File: src/rtl/fetch_pkg.sv
// Shared types and constants for the instruction fetch front end.
package fetch_pkg;

    localparam int         INSTR_W = 32;
    localparam logic [5:0] OPC_BEQ = 6'b000100;

    typedef struct packed {
        logic [INSTR_W-1:0] instr;
        logic [31:0]        pc_plus4;
        logic               pred_taken;
    } fetch_entry_t;

    function automatic logic [31:0] next_pc_seq(input logic [31:0] pc);
        return pc + 32'd4;
    endfunction

endpackage

File: src/rtl/instr_fetch_stage_if.sv
// Fetch-stage bus: instruction memory port, redirect input and decode handshake.
interface instr_fetch_stage_if #(
    parameter int DEPTH = 4
);
    localparam int CNT_W = $clog2(DEPTH) + 1;

    logic [31:0]      imem_addr;
    logic [31:0]      imem_rdata;
    logic             redirect_valid;
    logic [31:0]      redirect_pc;
    logic             id_valid;
    logic             id_ready;
    logic [31:0]      id_instr;
    logic [31:0]      id_pc_plus4;
    logic             id_pred_taken;
    logic [CNT_W-1:0] fifo_count;

    modport master (
        output imem_addr,
        input  imem_rdata,
        input  redirect_valid,
        input  redirect_pc,
        output id_valid,
        input  id_ready,
        output id_instr,
        output id_pc_plus4,
        output id_pred_taken,
        output fifo_count
    );

    modport slave (
        input  imem_addr,
        output imem_rdata,
        output redirect_valid,
        output redirect_pc,
        input  id_valid,
        output id_ready,
        input  id_instr,
        input  id_pc_plus4,
        input  id_pred_taken,
        input  fifo_count
    );

endinterface

File: src/rtl/fetch_queue.sv
// Prefetch FIFO with async reset, synchronous flush and push+pop at full.
module fetch_queue
    import fetch_pkg::*;
#(
    parameter int DEPTH = 4,
    localparam int CNT_W = $clog2(DEPTH) + 1,
    localparam int PTR_W = $clog2(DEPTH)
) (
    input  logic             clk,
    input  logic             rst,
    input  logic             flush,
    input  logic             push,
    input  logic             pop,
    input  fetch_entry_t     wdata,
    output fetch_entry_t     rdata,
    output logic             full,
    output logic             empty,
    output logic [CNT_W-1:0] count
);

    fetch_entry_t     mem [DEPTH];
    logic [PTR_W-1:0] wr_ptr;
    logic [PTR_W-1:0] rd_ptr;

    assign full  = (count == CNT_W'(DEPTH));
    assign empty = (count == '0);
    assign rdata = mem[rd_ptr];

    // NOTE: storage is reset too, so the head reads as all-zero straight out of reset.
    // NOTE: state uses non-blocking assignments so every register samples pre-edge values.
    always_ff @(posedge clk or posedge rst) begin
        if (rst) begin
            wr_ptr <= '0;
            rd_ptr <= '0;
            count  <= '0;
            for (int i = 0; i < DEPTH; i++) begin
                mem[i] <= '0;
            end
        end else if (flush) begin
            wr_ptr <= '0;
            rd_ptr <= '0;
            count  <= '0;
        end else begin
            if (push) begin
                mem[wr_ptr] <= wdata;
                wr_ptr      <= wr_ptr + PTR_W'(1);
            end
            if (pop) begin
                rd_ptr <= rd_ptr + PTR_W'(1);
            end
            case ({push, pop})
                2'b10:   count <= count + CNT_W'(1);
                2'b01:   count <= count - CNT_W'(1);
                default: count <= count;
            endcase
        end
    end

endmodule

File: src/rtl/instr_fetch_stage.sv
// Fetch PC, redirect handling and prefetch queue feeding IF/ID.
// Optional backward-taken branch prediction is enabled by defining FETCH_BTFN_EN.
module instr_fetch_stage
    import fetch_pkg::*;
#(
    parameter int          DEPTH    = 4,
    parameter logic [31:0] RESET_PC = 32'h0000_0000,
    localparam int         CNT_W    = $clog2(DEPTH) + 1
) (
    input  logic           clk,
    input  logic           rst,
    instr_fetch_stage_if.master bus
);

    logic [31:0]      pc;
    logic [31:0]      pc_seq;
    logic [31:0]      pc_next;
    logic             pred;
    logic             push;
    logic             pop;
    logic             full;
    logic             empty;
    logic [CNT_W-1:0] count;
    fetch_entry_t     wr_entry;
    fetch_entry_t     head;

    assign pc_seq = next_pc_seq(pc);
    assign pop    = !empty && bus.id_ready;
    assign push   = !bus.redirect_valid && (!full || pop);

`ifdef FETCH_BTFN_EN
    logic [31:0] br_target;

    // Backward beq (negative offset) is predicted taken.
    assign br_target = pc_seq + {{14{bus.imem_rdata[15]}}, bus.imem_rdata[15:0], 2'b00};

    // NOTE: every always_comb output gets a default first so no latch can be inferred.
    always_comb begin
        pred    = 1'b0;
        pc_next = pc_seq;
        if (bus.imem_rdata[31:26] == OPC_BEQ && bus.imem_rdata[15]) begin
            pred    = 1'b1;
            pc_next = br_target;
        end
    end
`else
    assign pred    = 1'b0;
    assign pc_next = pc_seq;
`endif

    assign wr_entry = '{instr: bus.imem_rdata, pc_plus4: pc_seq, pred_taken: pred};

    always_ff @(posedge clk or posedge rst) begin
        if (rst) begin
            pc <= RESET_PC;
        end else if (bus.redirect_valid) begin
            pc <= {bus.redirect_pc[31:2], 2'b00};
        end else if (push) begin
            pc <= pc_next;
        end
    end

    fetch_queue #(.DEPTH(DEPTH)) u_queue (
        .clk   (clk),
        .rst   (rst),
        .flush (bus.redirect_valid),
        .push  (push),
        .pop   (pop),
        .wdata (wr_entry),
        .rdata (head),
        .full  (full),
        .empty (empty),
        .count (count)
    );

    assign bus.imem_addr     = pc;
    assign bus.id_valid      = !empty;
    assign bus.id_instr      = head.instr;
    assign bus.id_pc_plus4   = head.pc_plus4;
    assign bus.id_pred_taken = head.pred_taken;
    assign bus.fifo_count    = count;

endmodule

File: src/flat_wrapper.sv
// flat-port wrapper written by rule: the top's interface ports become plain ports
module instr_fetch_stage_flat import fetch_pkg::*;
#(
    parameter int          DEPTH    = 4,
    parameter logic [31:0] RESET_PC = 32'h0000_0000,
    localparam int         CNT_W    = $clog2(DEPTH) + 1
)
  (clk, rst, bus_imem_addr, bus_imem_rdata, bus_redirect_valid, bus_redirect_pc, bus_id_valid, bus_id_ready, bus_id_instr, bus_id_pc_plus4, bus_id_pred_taken, bus_fifo_count);
  instr_fetch_stage_if #(.DEPTH(DEPTH)) bus_i ();
  input  logic clk;
  input  logic rst;
  output wire logic [$bits(bus_i.imem_addr)-1:0] bus_imem_addr;
  input wire logic [$bits(bus_i.imem_rdata)-1:0] bus_imem_rdata;
  input wire logic [$bits(bus_i.redirect_valid)-1:0] bus_redirect_valid;
  input wire logic [$bits(bus_i.redirect_pc)-1:0] bus_redirect_pc;
  output wire logic [$bits(bus_i.id_valid)-1:0] bus_id_valid;
  input wire logic [$bits(bus_i.id_ready)-1:0] bus_id_ready;
  output wire logic [$bits(bus_i.id_instr)-1:0] bus_id_instr;
  output wire logic [$bits(bus_i.id_pc_plus4)-1:0] bus_id_pc_plus4;
  output wire logic [$bits(bus_i.id_pred_taken)-1:0] bus_id_pred_taken;
  output wire logic [$bits(bus_i.fifo_count)-1:0] bus_fifo_count;
  assign bus_imem_addr = bus_i.imem_addr;
  assign bus_i.imem_rdata = bus_imem_rdata;
  assign bus_i.redirect_valid = bus_redirect_valid;
  assign bus_i.redirect_pc = bus_redirect_pc;
  assign bus_id_valid = bus_i.id_valid;
  assign bus_i.id_ready = bus_id_ready;
  assign bus_id_instr = bus_i.id_instr;
  assign bus_id_pc_plus4 = bus_i.id_pc_plus4;
  assign bus_id_pred_taken = bus_i.id_pred_taken;
  assign bus_fifo_count = bus_i.fifo_count;
  instr_fetch_stage #(.DEPTH(DEPTH), .RESET_PC(RESET_PC)) u_core (.clk(clk), .rst(rst), .bus(bus_i));
endmodule
File: config.mk
export PLATFORM = sky130hd
export DESIGN_NAME = instr_fetch_stage_flat
export DESIGN_NICKNAME = d
export VERILOG_FILES = /design/src/rtl/fetch_pkg.sv /design/src/rtl/instr_fetch_stage_if.sv /design/src/rtl/fetch_queue.sv /design/src/rtl/instr_fetch_stage.sv /design/src/flat_wrapper.sv
export SDC_FILE = /design/constraint.sdc
export NUM_CORES = 1
export LEC_CHECK = 0
export CAP_MARGIN = 15
export CELL_PAD_IN_SITES_DETAIL_PLACEMENT = 1
export CELL_PAD_IN_SITES_GLOBAL_PLACEMENT = 2
export CORE_MARGIN = 8
export CORE_UTILIZATION = 40
export CTS_CLUSTER_DIAMETER = 30
export DETAILED_ROUTE_END_ITERATION = 8
export GPL_TIMING_DRIVEN = 1
export PLACE_DENSITY_LB_ADDON = 0.1
export SYNTH_ARGS = -nofsm -noshare
export SYNTH_HDL_FRONTEND = slang
export SYNTH_HIERARCHICAL = 1
export SYNTH_SLANG_ARGS = --single-unit
export TNS_END_PERCENT = 20
File: constraint.sdc
create_clock -name clk -period 10.6 [get_ports clk]
set_clock_uncertainty 0.1 [all_clocks]
set_input_delay 1.06 -clock clk [delete_from_list [all_inputs] [get_ports clk]]
set_output_delay 1.06 -clock clk [all_outputs]
set_load 0.02 [all_outputs]
# == After elaboration in Yosys (flattened, before gate mapping) ==
# Cells that the tools add are included.
# Widths: inputs -> output; s select.
# word_totals
register_bits,299
out_inout_bits,101
elab_cells,56
# op_classes
n_addsub,5
magnitude_cmp,3
n_eq_ne,3
muxes,14
n_bitwise,3
n_reduce_logical,12
# ops
operator,count
$bwmux 260,1
$mux 65,3
$bmux 65 s2,1
$demux 65 s2,1
$mux 32,2
$add 32x3->32 const B,1
$mux 2,4
$ge 3x3->1 const B,2
$not 2->3,2
$pmux 3 s2,1
$add 2x1->2 const B,2
$reduce_bool 2->1,2
$add 3x1->3 const B,1
$eq 3x3->1 const B,1
$logic_and 1x1->1,3
$logic_not 1->1,3
$logic_not 3->1,1
$lt 3x1->1 const B,1
$mux 3,1
$reduce_bool 3->1,1
$sub 3x1->3 const B,1
$eq 2x1->1 const B,1
$eq 2x2->1 const B,1
$reduce_and 2->1,1
other kinds (2),2

# == Logic depth before layout (Yosys ltp) ==
# Gate-level depths: netlist of the first run.
# depth
ltp_word,8
mapped_depth,11
depth_no_buf,9

# == By module ==
# Netlist of the first run, hierarchy kept.
# by_module_without_submodules
mod,n_inst,cells_per_inst,area_each_um2
fetch_queue,1,672,11627.4
instr_fetch_stage,1,307,2401.1

# == Worst setup path before layout of the first run ==
# No wires, ideal clock.
# synth_timing
kind,input to register
start,input port bus_redirect_valid
end,register u_core/u_queue/mem[110] in the netlist's numbering
arrival_ps,3043
required_time_ps,10375
slack_ps,7332
path_stages,10
n_path_buf,6
cell_sequence,clkbuf_1 -> buf_1 -> clkbuf_1 -> nor2_1 -> buf_4 -> nor2b_4 -> nand2_1 -> buf_2 -> buf_6 -> mux2_2
# synth_via
elab_chain_len,3
word_cells_on_any_way,4
cone_classes,1 x bitwise; 3 x reduce/logical
# synth_rtl
element,line_no,rtl
"start, declared",flat_wrapper.sv:14,input wire logic [$bits(bus_i.redirect_valid)-1:0] bus_redirect_valid;
$logic_not 1->1,instr_fetch_stage.sv:29,assign push = !bus.redirect_valid && (!full || pop);
$logic_and 1x1->1,instr_fetch_stage.sv:29,
via u_core.push,instr_fetch_stage.sv:19,logic push;
$reduce_and 2->1 (no source line),--,
"end signal, assigned by index",fetch_queue.sv:45,mem[wr_ptr] <= wdata;
"end, declared",fetch_queue.sv:21,fetch_entry_t mem [DEPTH];
# The timed path passes the listed nets, and every way through them passes these cells.
# A chain may end at the register's enable or synchronous reset.

# == Final worst setup path of the first run ==
# layout_timing
start,register u_core.u_queue.rd_ptr[0]
end,output port bus_id_pc_plus4[15]
# layout_via
elab_chain_len,4
# layout_rtl
element,line_no,rtl
"start, declared",fetch_queue.sv:23,logic [PTR_W-1:0] rd_ptr;
"start signal, assigned",fetch_queue.sv:49,rd_ptr <= rd_ptr + PTR_W'(1);
$not 2->3 (not written as such),fetch_queue.sv:27,assign rdata = mem[rd_ptr];
$bmux 65 s2,fetch_queue.sv:27,
$mux 65 (not written as such) (2 in series),fetch_queue.sv:27,
"end, declared",flat_wrapper.sv:19,output wire logic [$bits(bus_i.id_pc_plus4)-1:0] bus_id_pc_plus4;
# Every way passes these cells. The select of a mux whose other input is x is not followed.

==> results of run 1 <==
==> through the flow <==
stage | area [um2] | hold WS, ns
2_1_floorplan | 14100 | 0.359
3_3_place_gp | 16000 | 0.368
3_5_place_dp | 16000 | 0.378
4_1_cts | 18800 | 0.387
5_1_grt | 18800 | 0.394
6_report | 18800 | 0.382
==> sequential cells by signal (all words and copies together), names as in the netlist <==
name / flops
u_core/u_queue/rd_ptr: 2
u_core/u_queue/wr_ptr: 2
u_core/u_queue/count: 3
u_core/bus.imem_addr: 30
u_core/u_queue/mem: 260
==> kinds of logic (layout without fill, tap and decap cells) <==
logic type	after synthesis	in the layout
muxes	328	328
AOI/OAI and AO/OA	57	57
adders and majority gates	6	6
buffers and inverters	86	330
other	1	14
DFF	297	297
and+or+nand+nor	162	162
xor gates and xnor gates	42	42
==> metal layers <==
layer | vias up | wire, um | GRT usage [%]
met5 | - | 0 | 0
met4 | 0 | 603 | 5.85
met3 | 43 | 2040 | 5.03
met2 | 197 | 17000 | 28.4
met1 | 4641 | 16000 | 23.4
li1 | 4025 | - | -
==> power by group through the flow <==
stage	Sequential, uW	Clock [uW]	Combinational (uW)
2_1_floorplan	1800	0	1240
3_3_place_gp	1890	0	1840
3_5_place_dp	1910	0	1870
4_1_cts	1910	2580	1880
5_1_grt	1970	2650	1980
6_report	1900	2530	1840
==> worst max-delay path, delay by kind of cell, from the launching register on <==
kind / cells / cell delay (ns)
buf+inv: 2 / 1.43
flops: 1 / 0.74
mux: 1 / 0.59
==> cell type report <==
cell class                      instances  area, um2
Clock buffer                          109       2350
Clock inverter                         34        529
Fill cell                            3384      15700
Inverter                               13       56.3
Multi-Input combinational cell        609       6190
Sequential cell                       297       7440
Tap cell                              455        569
Timing Repair Buffer                  174       1710
==> cell usage after synthesis, drive strengths merged, types with 12 or more instances <==
library cell / instances
buf: 53
clkbuf: 20
dfrtp: 297
inv: 12
mux2: 260
mux4: 65
nand2: 43
nand3: 16
nand4: 19
nor2: 35
o21ai: 18
xnor2: 27
xor2: 15
==> worst max-delay path by stage <==
stage	end	slack [ns]	cells past startpoint
3_3_place_gp	u_core/u_queue/mem[101]$_DFFE_PP0P_	5.95	7
4_1_cts	bus_id_pc_plus4[15]	5.97	3
3_5_place_dp	u_core/u_queue/mem[124]$_DFFE_PP0P_	5.94	7
5_1_grt	bus_id_pc_plus4[15]	5.85	3
2_1_floorplan	u_core/u_queue/count[0]$_DFFE_PP0P_	2.09	1
6_report	bus_id_pc_plus4[15]	6.10	3
==> reports/results.ini, run 1 <==
[run_status]
run_status=finished, final reports clean

[floorplanning]
core_um2=34500
io_pins=169
die_h_um=203
start_util_pct=40.6
die_area_um2=41300
die_x_um=203
rows=68

[logic_synthesis]
post_synth_instance_area_um2=14000
synthSimpleGateAreaFrac_pct=6.01
synth.area.mux_share_pct=31.5
ys_types=56
netlist_top_cells_area=dfrtp_1, mux2_2, mux4_2, mux2_1, xnor2_1
synth-edff-count=0
synthFlopType=dfrtp_1
synth.largest_area_cell=dfrtp_1
synth_seq_area_share_pct=53.0
synth_top_family_by_area=multiplexers
synth_top_area_share_pct=53.0
ys_ff_latch=297
ys_async_sr_fraction_pct=100
ys.warnings.count=6
synth_compound_area_share_pct=2.76
synthXorXnorAreaFrac_pct=2.68
netlist_instances=979
synth.avg_cell_area_um2=14.3
synth-adder-area-share_pct=0.589

[power_and_ir_drop]
power.internal_uw=4490
power_density_nw_per_um2=333
p_sw_share_pct=28.3
p_total_uw=6270
combinationalPowerShare_pct=29.3
p_leak_uw=0.00810
seqPwrFrac_pct=30.3
ir_worst_vdd_mv=0.183
switching_power_uw=1770
p_clk_share_pct=40.4

[place]
place.gp.congestion=0.742
place_ws_ns=5.94
port_buffers=164
dp_hpwl_um=22000
placed_cells=1548

[timing]
setup_tns_ns=0
worst_pin_slew_ns=1.09
min_period_ns=4.50
min_period_over_period_pct=42.4
setup_violations=0
maxSlewHeadroom_pct=27.5
finalMaxSlewViolations=0
max_freq_ghz=0.222
hold_viol=0
finalWorstSetupSlack_ns=6.10
rsz0062_at_grt=no

[cells_and_area]
most-common-layout-cells=dfrtp_1, mux2_2, clkdlybuf4s50_1
layout_commonest_cell=dfrtp_1
post-route-util_pct=54.6
instances_no_fill=1691
layout.nets=1249
antenna-diode-count=0
drive_gt1_share_pct=32.4
area_growth_pct=34.3

[setup_path]
critical_path.startpoint=u_core/u_queue/rd_ptr[0]$_DFFE_PP0P_
crit_arrival_ns=3.34
reg2reg_to=u_core/u_queue/mem[238]$_DFFE_PP0P_
ff2ff_setup_slack_ns=6.73
path_cells=buf_4, mux4_2, clkdlybuf4s50_1
required_ns=9.44
crit_type=reg2out
slowest_stage=buf_4
start_kind=flip-flop
critPathMaxFanout=41
reg2reg_from=u_core/u_queue/count[0]$_DFFE_PP0P_
critPathMaxStageDelay_ns=0.78
reg2regPathDepth=8
end_kind=output pin

[global_routing]
antenna_found_initial=0
grt_overflow=0
grt_max_degree=136
grt_pass1_wl_um=58900
grt_pass1_vias=10200
grt_usage_pct=17.9

[cts]
cts-htree-levels=3
cts_tree=done
post_cts_buffers=0
clk_pin_slew_ns=0.04
clock_latency_ns=0.56
clock-sinks=297
cts_resized=0
root_buffer=clkbuf_16
cts_made_buffers=80
holdBufCountCts=0
cts_buffer_depth=3

[flow_run]
cap_violations=0

[route]
route.detailed.drc=0
wirelength_um=35700
firstDrtPassIters=4
vias=8906
wl_per_cell_um=21.1
viasPerCell=5.27
drt_iter0_markers=363
drt.antenna.violating_nets=0

[worst_hold_path]
whs_endpoint=u_core/u_queue/mem[207]$_DFFE_PP0P_
min_path_cells=1
hp-class=reg2reg
worstHoldStart=u_core/u_queue/mem[207]$_DFFE_PP0P_

No activity file was read; power rests on OpenSTA's default activity.
==> run 2: changes to the inputs <==
Clock period 10.6 ns to 4.7 ns, I/O delays scaled along.
==> run 2 against run 1 <==
Sequential power up 130%. Critical path depth did not move. Power up 120%. Register-to-register slack got worse by 5.3 ns. Sequential share of layout area shrank 0.086 points. First-iteration DRC count increased by 7.7%.
==> reports/results.ini, run 2 (same netlist as run 1, synthesis figures left out) <==
[run_status]
run_status=finished, final reports clean

[power_and_ir_drop]
p_total_uw=14000
ir_worst_vdd_mv=0.483
p_leak_uw=0.00812
power_density_nw_per_um2=743

[route]
firstDrtPassIters=4
drt.antenna.violating_nets=0
viasPerCell=5.30
vias=9002
wirelength_um=37100
drt_iter0_markers=391
route.detailed.drc=0
wl_per_cell_um=21.8

[floorplanning]
die_h_um=203
io_pins=169
rows=68
core_um2=34500
die_x_um=203
die_area_um2=41300
start_util_pct=40.6

[timing]
max_freq_ghz=0.284
finalMaxSlewViolations=0
hold_viol=0
worst_pin_slew_ns=1.10
min_period_ns=3.52
rsz0062_at_grt=no
setup_tns_ns=0
maxSlewHeadroom_pct=26.6
setup_violations=0
min_period_over_period_pct=75.0

[cts]
clock_latency_ns=0.58
root_buffer=clkbuf_16
cts_resized=0
post_cts_buffers=0
clock-sinks=297
holdBufCountCts=0
cts-htree-levels=3
cts_made_buffers=79
cts_tree=done
cts_buffer_depth=3
clk_pin_slew_ns=0.05

[setup_path]
required_ns=4.13
start_kind=flip-flop
critPathMaxFanout=35
reg2reg_from=u_core/u_queue/count[0]$_DFFE_PP0P_
reg2reg_to=u_core/u_queue/mem[249]$_DFFE_PP0P_
ff2ff_setup_slack_ns=1.40
crit_type=reg2out
reg2regPathDepth=10
end_kind=output pin
crit_arrival_ns=2.95

[cells_and_area]
largest_reg_flops=260
fillCellCount=3361
area_growth_pct=34.6
multi_input_area_um2=6190
top_register=u_core/u_queue/mem
antenna-diode-count=0
layout.nets=1255
drive_gt1_share_pct=32.5
layout_commonest_cell=dfrtp_1
most-common-layout-cells=dfrtp_1, mux2_2, clkdlybuf4s50_1
regArea_um2=7440

[global_routing]
grt_max_degree=130
antenna_found_initial=0
grt_pass1_vias=10500
grt_usage_pct=18.7
grt_pass1_wl_um=61400
grt_overflow=0

[place]
dp_hpwl_um=22700
place.gp.congestion=0.766
port_buffers=164

[worst_hold_path]
hp-class=in2async

[flow_run]
cap_violations=0

-- run 2: changes by cell type in the layout (fill, tap and decap cells not counted) --
cell	before	now
buf_12	0	7
clkinv_4	1	0
inv_8	1	0
clkinv_2	12	13
bufinv_16	13	10
inv_16	0	4
clkinv_16	0	1
clkbuf_1	10	12
clkbuf_16	84	79
clkbuf_8	15	16
-- run 2: power breakdown --
| group | internal (uW) | switching (uW) |
|---|---|---|
| clock | 3880 | 1630 |
| combinational | 2370 | 1790 |
| sequential | 3640 | 706 |
| total | 9900 | 4140 |
-- run 2: worst max-delay path by stage --
stage | startpoint | endpoint | slack [ns] | cells after the start
final | u_core/u_queue/rd_ptr[0]$_DFFE_PP0P_ | bus_id_instr[30] | 1.18 | 3
after global routing | u_core/u_queue/rd_ptr[0]$_DFFE_PP0P_ | bus_id_instr[20] | 1.00 | 3
after CTS | u_core/u_queue/rd_ptr[0]$_DFFE_PP0P_ | bus_id_instr[30] | 1.06 | 3
after detailed placement | bus_id_ready | u_core/u_queue/mem[235]$_DFFE_PP0P_ | 1.34 | 10
after global placement | u_core/u_queue/count[0]$_DFFE_PP0P_ | u_core/u_queue/mem[206]$_DFFE_PP0P_ | 1.34 | 10
after floorplan | rst | u_core/u_queue/count[0]$_DFFE_PP0P_ | 0.60 | 1
-- run 2: area by class of cell --
class / instances / share of cell area (%)
sequential: 297 / 39.4
multi-input combinational: 609 / 32.8
clock buffer: 107 / 11.9
timing repair buffer: 181 / 9.80
tap: 455 / 3.01
clock inverter: 35 / 2.85
inverter: 13 / 0.278
-- run 2: worst max-delay path, cell delays in order, from the launching register on --
cell and delay, ns:
dfrtp_4 0.89, buf_4 0.36, mux4_2 0.55, clkdlybuf4s50_1 0.56
-- run 2: stage by stage --
stage / hold slack [ns] / worst slack [ns] / util (%) / instance area [um2] / cells
after floorplan: 0.359 / 0.605 / - / 14100 / 992
after global placement: 0.368 / 1.34 / 46.6 / 16100 / 1555
after detailed placement: 0.377 / 1.34 / 46.6 / 16100 / 1555
after CTS: 0.247 / 1.06 / 54.7 / 18900 / 1697
after global routing: 0.301 / 1.00 / 54.7 / 18900 / 1697
final: 0.253 / 1.18 / 54.7 / 18900 / 1697
-- run 2: routing by layer --
layer	wire, um	GRT usage [%]	part of all wire (%)
met5	0	0	0
met4	540	5.67	1.5
met3	1990	5.20	5.4
met2	17900	30.1	48
met1	16600	24.3	45
